[src/rtl/otter_cu_fsm.sv]
// otter_cu_fsm: sequencing half of the OTTER control unit.
// The decoder chooses what an instruction does. This block chooses when
// each strobe fires: fetch, execute, load writeback and interrupt entry.
module otter_cu_fsm #(
    parameter int INIT_CYCLES = 1
) (
    input  logic       clk,
    input  logic       rst_n,
    input  logic [6:0] opcode,
    input  logic [2:0] func3,
    input  logic       intr,
    input  logic       csr_mie,
    output logic       pc_write,
    output logic       reg_write,
    output logic       mem_rden1,
    output logic       mem_rden2,
    output logic       mem_we2,
    output logic       csr_we,
    output logic       mret_exec,
    output logic       int_taken,
    output logic       rst_out
);

    localparam logic [6:0] OP_LUI    = 7'b0110111;
    localparam logic [6:0] OP_AUIPC  = 7'b0010111;
    localparam logic [6:0] OP_JAL    = 7'b1101111;
    localparam logic [6:0] OP_JALR   = 7'b1100111;
    localparam logic [6:0] OP_IMM    = 7'b0010011;
    localparam logic [6:0] OP_RG3    = 7'b0110011;
    localparam logic [6:0] OP_BRANCH = 7'b1100011;
    localparam logic [6:0] OP_STORE  = 7'b0100011;
    localparam logic [6:0] OP_LOAD   = 7'b0000011;
    localparam logic [6:0] OP_SYS    = 7'b1110011;

    localparam logic [2:0] F3_CSRRW  = 3'b001;
    localparam logic [2:0] F3_MRET   = 3'b000;

    // Last value the INIT counter reaches before leaving ST_INIT.
    localparam logic [3:0] INIT_LAST = 4'(INIT_CYCLES - 1);

    typedef enum logic [2:0] {
        ST_INIT,
        ST_FETCH,
        ST_EXEC,
        ST_WB,
        ST_INTR
    } state_t;

    state_t     r_state;
    state_t     w_stateNext;
    logic [3:0] r_initCnt;
    logic [3:0] w_initCntNext;
    logic       w_intrReq;

    // An interrupt is only considered when both the request and the enable are up.
    assign w_intrReq = intr & csr_mie;

    // State and INIT counter registers; reset aborts whatever is in flight.
    always_ff @(posedge clk or negedge rst_n) begin
        if (!rst_n) begin
            r_state   <= ST_INIT;
            r_initCnt <= 4'd0;
        end else begin
            r_state   <= w_stateNext;
            r_initCnt <= w_initCntNext;
        end
    end

    // Next-state selection and Moore strobes decoded from state plus opcode/func3.
    always_comb begin
        w_stateNext   = r_state;
        w_initCntNext = 4'd0;
        pc_write      = 1'b0;
        reg_write     = 1'b0;
        mem_rden1     = 1'b0;
        mem_rden2     = 1'b0;
        mem_we2       = 1'b0;
        csr_we        = 1'b0;
        mret_exec     = 1'b0;
        int_taken     = 1'b0;
        rst_out       = 1'b0;

        case (r_state)
            ST_INIT: begin
                rst_out = 1'b1;
                if (r_initCnt == INIT_LAST) begin
                    w_stateNext   = ST_FETCH;
                    w_initCntNext = 4'd0;
                end else begin
                    w_initCntNext = r_initCnt + 4'd1;
                end
            end

            ST_FETCH: begin
                mem_rden1   = 1'b1;
                w_stateNext = ST_EXEC;
            end

            ST_EXEC: begin
                w_stateNext = w_intrReq ? ST_INTR : ST_FETCH;
                case (opcode)
                    OP_LUI, OP_AUIPC, OP_JAL, OP_JALR, OP_IMM, OP_RG3: begin
                        pc_write  = 1'b1;
                        reg_write = 1'b1;
                    end
                    OP_BRANCH: begin
                        pc_write = 1'b1;
                    end
                    OP_STORE: begin
                        pc_write = 1'b1;
                        mem_we2  = 1'b1;
                    end
                    OP_LOAD: begin
                        mem_rden2   = 1'b1;
                        w_stateNext = ST_WB;
                    end
                    OP_SYS: begin
                        pc_write = 1'b1;
                        if (func3 == F3_CSRRW) begin
                            reg_write = 1'b1;
                            csr_we    = 1'b1;
                        end else if (func3 == F3_MRET) begin
                            mret_exec = 1'b1;
                        end
                    end
                    default: begin
                        pc_write = 1'b1;
                    end
                endcase
            end

            ST_WB: begin
                pc_write    = 1'b1;
                reg_write   = 1'b1;
                w_stateNext = w_intrReq ? ST_INTR : ST_FETCH;
            end

            ST_INTR: begin
                pc_write    = 1'b1;
                int_taken   = 1'b1;
                w_stateNext = ST_FETCH;
            end

            default: begin
                w_stateNext = ST_INIT;
            end
        endcase
    end

endmodule

[config.mk]
export PLATFORM = sky130hd
export DESIGN_NAME = otter_cu_fsm
export DESIGN_NICKNAME = d
export VERILOG_FILES = /design/src/rtl/otter_cu_fsm.sv
export SDC_FILE = /design/constraint.sdc
export NUM_CORES = 1
export LEC_CHECK = 0
export BUFFER_PORTS_ARGS = -buffer_cell sky130_fd_sc_hd__buf_2
export CAP_MARGIN = 25
export CORE_AREA = 2 2 39 41
export DETAILED_ROUTE_END_ITERATION = 6
export DIE_AREA = 0 0 41 43
export PLACE_DENSITY = 0.66
export SETUP_SLACK_MARGIN = 0.02
export SYNTH_ARGS = -nofsm -noshare
export SYNTH_HDL_FRONTEND = slang
export SYNTH_SLANG_ARGS = --single-unit
[constraint.sdc]
create_clock -name clk -period 4.01 [get_ports clk]
set_clock_uncertainty 0.15 [all_clocks]
set_input_delay 0 -clock clk [delete_from_list [all_inputs] [get_ports clk]]
set_output_delay 0 -clock clk [all_outputs]
set_load 0.02 [all_outputs]
==> results of run 1 <==
==> layer usage <==
layer  vias up  GRT usage, %
li1        254             -
met2        12          18.8
met5         -             0
met4         0          4.00
met1       212          18.3
met3         2          3.14
==> registers in the layout, summed over array words and instances, names as in the netlist <==
name	flops
r_initCnt	4
r_state	3
==> through the flow <==
| step | instances | cell area (um^2) | hold slack (ns) | total power, mW | setup slack (ns) |
|---|---|---|---|---|---|
| floorplan | 53 | 498 | -0.446 | 0.192 | 2.60 |
| finish | 100 | 704 | 0.0144 | 0.296 | 2.46 |
| detailed placement | 91 | 628 | -0.306 | 0.233 | 2.55 |
| global placement | 91 | 628 | -0.309 | 0.233 | 2.60 |
| CTS | 100 | 704 | 0.0184 | 0.301 | 2.45 |
| global route | 100 | 704 | 0.0533 | 0.323 | 2.34 |
==> power by group through the flow <==
stage	Clock, mW	Sequential [mW]	Combinational, mW
floorplan	0	0.0937	0.0985
global placement	0	0.0967	0.137
detailed placement	0	0.0969	0.136
CTS	0.0650	0.0955	0.140
global route	0.0694	0.0991	0.155
finish	0.0621	0.0955	0.139
==> path summary, 6_finish.rpt <==
check / from / end / slack [ns] / depth (start not counted)
max in group asynchronous: rst_n / r_state[0]$_DFFE_PN0P_ / 2.91 / 3
min in group asynchronous: rst_n / r_initCnt[3]$_DFF_PN0_ / 0.56 / 3
worst max-delay path: r_state[2]$_DFFE_PN0P_ / reg_write / 2.46 / 4
worst min register to register: r_initCnt[0]$_DFF_PN0_ / r_initCnt[0]$_DFF_PN0_ / 0.34 / 1
worst max register to register: r_initCnt[0]$_DFF_PN0_ / r_state[0]$_DFFE_PN0P_ / 2.54 / 5
worst min-delay path: opcode[4] / r_state[1]$_DFFE_PN0P_ / 0.01 / 4
==> critical path: stages (launching register included) <==
cell,delay (ns)
dfrtp_1,0.42
and3b_1,0.25
nand4_1,0.14
o211ai_1,0.17
buf_2,0.18
==> logic make-up after synthesis <==
group	synth area share (%)
xor gates and xnor gates	1.76
AOI/OAI and AO/OA	9.80
and+or+nand+nor	45.2
adders and majority gates	5.02
DFF	35.2
buffers and inverters	3.01
==> layout by cell type (no fill, tap or decap), drive strengths merged, types with 3 or more instances in the layout <==
master,n
dfrtp,7
inv,4
dlygate4sd3,5
nor2,5
nand2b,4
nand2,3
nor3b,4
buf,22
clkbuf,4
nor3,4
==> area by class of cell <==
class / instances / area, um^2 / share of cell area (%)
Multi-Input combinational cell: 42 / 308 / 43.7
Timing Repair Buffer: 27 / 160 / 22.7
Sequential cell: 7 / 175 / 24.9
Inverter: 4 / 15.0 / 2.13
Tap cell: 16 / 20.0 / 2.84
Clock buffer: 4 / 26.3 / 3.73
==> synth_stat cells <==
cell type and n:
o21bai_1 1, nor2_1 5, nor3_2 1, and2b_1 1
nor3b_1 3, nand4_1 1, o211ai_1 1, nor4b_2 1
nand2b_1 3, ha_1 2, and2_1 2, and3b_1 1
nand3b_1 1, or3_4 1, inv_2 1, nand2b_2 1
nor3b_2 1, and4bb_2 1, nor3_1 3, inv_1 3
o21ai_0 1, nand2_1 3, nand3_1 1, dfrtp_1 7
o2111ai_1 1, a21oi_1 1, a22oi_1 1, nand3b_2 1
and4b_1 1, xor2_1 1, a21o_1 1
==> repair_timing <==
action                                 4_1_cts  5_1_grt
hold buffers                                 5        0
setup endpoints to repair                    0        0
endpoints found under the hold margin       10        0
==> run_results.csv, run 1 <==
group,metric,value,unit
power,p_per_area,421,mW/mm^2
synthesis,seq_area_frac_synth,35.2,%
global_routing,first_global_vias,401,
timing,max_freq,646,MHz
detailed_routing,wl_per_cell,10.0,um
synthesis,synth_top_cell_area_share,35.2,%
placed_design,io_buffers,22,
synthesis,syn_area_per_cell,9.40,um^2
detailed_routing,ant_nets,0,
clock_tree,cts_setup_buffers,0,
final_layout,diodes,0,
clock_tree,clock_sinks,7,
clock_tree,clkTransAtPathRegs,0.05,ns
final_layout,post-route-util,50.9,%
job,drv_cap,0,
global_routing,grt_pass1_wl,1590,um
synthesis,syn_nets,69,
timing,rsz0062_at_grt,"false",
timing,tns,0,ns
power,p_sw_share,38.6,%
clock_tree,cts_root_buffer,"clkbuf_4",
timing,slew_headroom,78.1,%
clock_tree,clk_latency,0.24,ns
synthesis,synth.distinct_cells,31,
synthesis,synthTopCellsByArea,"dfrtp_1 (35%), ha_1 (5.0%), nor3b_1 (4.5%)",
critical_path,worstSetupPathType,"reg2out",
power,leakagePower,0.352,nW
timing,timing.final.crit_period,1.55,ns
synthesis,synth.yosys.warnings,0,
detailed_routing,highest_layer,"met4",
critical_path,cp_data_required_time,3.86,ns
clock_tree,numCtsBuffers,3,
critical_path,worstPathMaxFanout,7,
timing,hold_viol_final,0,
global_routing,grt-ovfl-total,0,
power,p_sw,0.114,mW
detailed_routing,drt_iter0_drc,9,
clock_tree,clockBufferDepth,2,
final_layout,fin_nets,101,
die,core.rowCount,14,
detailed_routing,route.vias.total,480,
die,die_x,41,um
global_routing,grt_max_degree,8,
power,p_clk_share,21.0,%
detailed_routing,drc_errors,0,
critical_path,worstPathArrival,1.40,ns
synthesis,synth-seq-cells,7,
die,io_pins,23,
placed_design,place_congestion,0.791,
detailed_routing,routed_via_density,4.80,
die,die_height,43,um
power,p_comb_share,46.8,%
timing,tightest_slew,0.327,ns
placed_design,dpl.hpwl,793,um
critical_path,endpoint_kind,"output port",
synthesis,yosysTopAreaCell,"dfrtp_1",
synthesis,synthCells,53,
hold_path,min_path_type,"in2reg",
clock_tree,cts_resized,0,
detailed_routing,wl_met3,57,um
synthesis,syn-cell-area,498,um^2
final_layout,final_layout_size_suffix_gt1_share,39.3,%
power,p_int,0.182,mW
timing,period_share,38.6,%
outcome,status,"finished, final reports clean",
die,die_area,0.00176,mm^2
power,pwr-share-seq,32.2,%
clock_tree,cts_tree,"done",
die,start_util,36.0,%
clock_tree,cts.htree.levels,1,
detailed_routing,met1_length,453,um
die,core_area,0.00138,mm^2
timing,finalSetupViolations,0,
detailed_routing,wirelength,1000,um
critical_path,crit_path_start_kind,"flip-flop",
final_layout,fill_cells,145,
final_layout,area_growth,41.5,%
timing,finalMaxSlewViolations,0,
detailed_routing,firstDrtPassIters,4,
global_routing,grt.total_usage,12.9,%
detailed_routing,wl_met2,481,um
global_routing,grt_antenna_before_repair,0,
power,peakVddDrop,0.292,mV
No activity file was read; power rests on OpenSTA's default activity.
==> run 2, diff against run 1 <==
ABC_AREA = 1   (was not set)
CORE_AREA = not set   (was 2 2 39 41)
CORE_MARGIN = 1   (was not set)
CORE_UTILIZATION = 40   (was not set)
DIE_AREA = not set   (was 0 0 41 43)
PLACE_DENSITY = 0.72   (was 0.66)
clock period = 1.3 ns   (was 4.01 ns; I/O delays follow)
==> run_results.csv, run 2 <==
group,metric,value,unit
outcome,status,"complete, but fails checks",
outcome,violations,"setup timing",
synthesis,synth_top_cell_area_share,33.3,%
detailed_routing,wl_met2,730,um
synthesis,synthTopCellsByArea,"dfrtp_1 (33%), inv_1 (11%), nand2_1 (11%)",
detailed_routing,wl_met3,87,um
final_layout,area_growth,62.0,%
die,die_height,38.3,um
clock_tree,clock_sinks,7,
final_layout,final_cell_area,853,um^2
die,die_area,0.00147,mm^2
final_layout,regMostFlops,"r_initCnt",
power,leakagePower,0.460,nW
detailed_routing,firstDrtPassIters,4,
global_routing,grt_max_degree,8,
critical_path,worstPathArrival,1.33,ns
detailed_routing,ant_nets,0,
synthesis,syn_nets,94,
clock_tree,clk_latency,0.25,ns
detailed_routing,wl_per_cell,11.0,um
timing,timing.final.crit_period,1.48,ns
timing,tightest_slew,0.335,ns
global_routing,grt-ovfl-total,0,
timing,rsz0062_at_grt,"true",
die,io_pins,23,
final_layout,final_cell_count_no_fill,129,
synthesis,synthCells,78,
global_routing,grt_antenna_before_repair,0,
power,p_per_area,1420,mW/mm^2
critical_path,worstSetupPathType,"reg2out",
synthesis,synth.yosys.warnings,0,
critical_path,worstPathMaxFanout,4,
timing,slew_headroom,77.6,%
clock_tree,cts.htree.levels,1,
timing,tns,-1.02,ns
detailed_routing,drc_errors,0,
final_layout,top_regs,"r_initCnt: 4 flops, r_state: 3 flops",
timing,period_share,114,%
synthesis,synth_commonest_cells,"inv_1 (16), nand2_1 (16), nor2_1 (13)",
final_layout,diodes,0,
global_routing,first_global_vias,543,
timing,hold_viol_final,0,
placed_design,io_buffers,22,
global_routing,grt.total_usage,22.7,%
final_layout,final_layout_size_suffix_gt1_share,47.0,%
clock_tree,clkTransAtPathRegs,0.05,ns
synthesis,syn-cell-area,527,um^2
placed_design,place_congestion,0.804,
detailed_routing,drt_iter0_drc,16,
clock_tree,cts_root_buffer,"clkbuf_4",
placed_design,placed_cell_area,667,um^2
job,drv_cap,0,
final_layout,register_area,176,um^2
timing,finalMaxSlewViolations,0,
die,die_x,38.3,um
clock_tree,cts_tree,"done",
timing,worst_slack,-0.177,ns
synthesis,seq_area_frac_synth,33.3,%
critical_path,endpoint_kind,"output port",
critical_path,cp_data_required_time,1.15,ns
synthesis,syn_area_per_cell,6.75,um^2
synthesis,synth_edf_count,0,
hold_path,min_path_type,"in2reg",
detailed_routing,met1_length,599,um
clock_tree,numCtsBuffers,3,
synthesis,async_flop_share,100,%
timing,max_freq,677,MHz
power,peakVddDrop,1.01,mV
synthesis,synth.distinct_cells,19,
final_layout,final_cell_mix,"inv_1 (13), nand2_1 (13), buf_2 (13)",
final_layout,largest_register_ff_count,4,
detailed_routing,highest_layer,"met3",
timing,finalSetupViolations,11,
die,start_util,45.0,%
detailed_routing,routed_via_density,4.67,
die,core_area,0.00117,mm^2
final_layout,fin_nets,132,
detailed_routing,route.vias.total,602,
placed_design,dp.cells,115,
critical_path,crit_path_start_kind,"flip-flop",
synthesis,yosysTopAreaCell,"dfrtp_1",
synthesis,synth-seq-cells,7,
global_routing,grt_pass1_wl,2230,um
die,core.rowCount,12,
final_layout,post-route-util,72.9,%
clock_tree,clockBufferDepth,2,
power,power,1.21,mW
synthesis,yosys_most_used_dff,"dfrtp_1",
detailed_routing,wirelength,1420,um
placed_design,dpl.hpwl,878,um
final_layout,multi_input_area,318,um^2
final_layout,fill_cells,90,
run 2: cell types whose count changed after synthesis, moves of 2 or more:
cell / before / now
inv_1: 3 / 16
nand2b_1: 3 / 0
nor2_2: 0 / 2
nor2_1: 5 / 13
nand3_1: 1 / 6
nor3b_1: 3 / 0
and2_1: 2 / 0
nand2_1: 3 / 16
run 2: per-stage QoR:
stage	hold slack, ns	setup slack (ns)
floorplan	-0.446	0.0582
global placement	-0.312	0.0794
detailed placement	-0.309	0.0289
CTS	-0.0527	-0.169
global route	0.0839	-0.286
finish	0.0473	-0.177
run 2: metal layers:
layer	GRT usage [%]	up-vias
li1	-	315
met5	0	-
met2	34.7	25
met3	8.72	0
met4	4.46	0
met1	30.1	262
run 2: what timing repair did:
action / CTS / global route
setup buffers: 4 / 2
setup endpoints to repair: 9 / 13
hold buffers: 4 / 0
hold endpoints to repair: 9 / 0
pin swaps: 10 / 7
resized for setup: 19 / 9
run 2: final timing paths:
| kind | start | to | slack (ns) | depth (start not counted) |
|---|---|---|---|---|
| worst max-delay path | r_state[0]$_DFFE_PN0P_ | csr_we | -0.18 | 4 |
| worst min-delay path | opcode[6] | r_state[2]$_DFFE_PN0P_ | 0.05 | 5 |
| worst max register to register | r_state[1]$_DFFE_PN0P_ | r_initCnt[3]$_DFF_PN0_ | -0.02 | 6 |
| worst min register to register | r_initCnt[0]$_DFF_PN0_ | r_initCnt[0]$_DFF_PN0_ | 0.39 | 2 |
| max in group asynchronous | rst_n | r_state[0]$_DFFE_PN0P_ | 0.17 | 3 |
| min in group asynchronous | rst_n | r_initCnt[2]$_DFF_PN0_ | 0.56 | 3 |
run 2: logic make-up (layout without fill, tap and decap cells):
family                   Yosys count  after routing  share of synthesized area [%]
buffers and inverters             18             55                           12.8
XOR/XNOR                           1              1                           1.66
flip-flops                         7              7                           33.3
AO/OA/AOI/OAI                      4              4                           5.23
AND/OR/NAND/NOR                   46             46                           42.3
adder cells (fa/ha/maj)            2              2                           4.75
run 2: power breakdown:
group	internal [mW]	switching [mW]	total (mW)
Combinational	0.345	0.377	0.722
Sequential	0.256	0.0428	0.299
Clock	0.117	0.0742	0.191
run 2: worst max-delay path: stages (launching register included):
cell and delay (ns):
dfrtp_2 0.43, nor3_4 0.25, nand4_1 0.14, nor2_1 0.11
buf_4 0.15
run 2: layout make-up:
| cell class | instances | area share, % |
|---|---|---|
| sequential | 7 | 20.7 |
| multi-input combinational | 53 | 37.2 |
| clock buffer | 4 | 3.08 |
| timing repair buffer | 33 | 29.0 |
| tap | 14 | 2.05 |
| inverter | 18 | 7.92 |
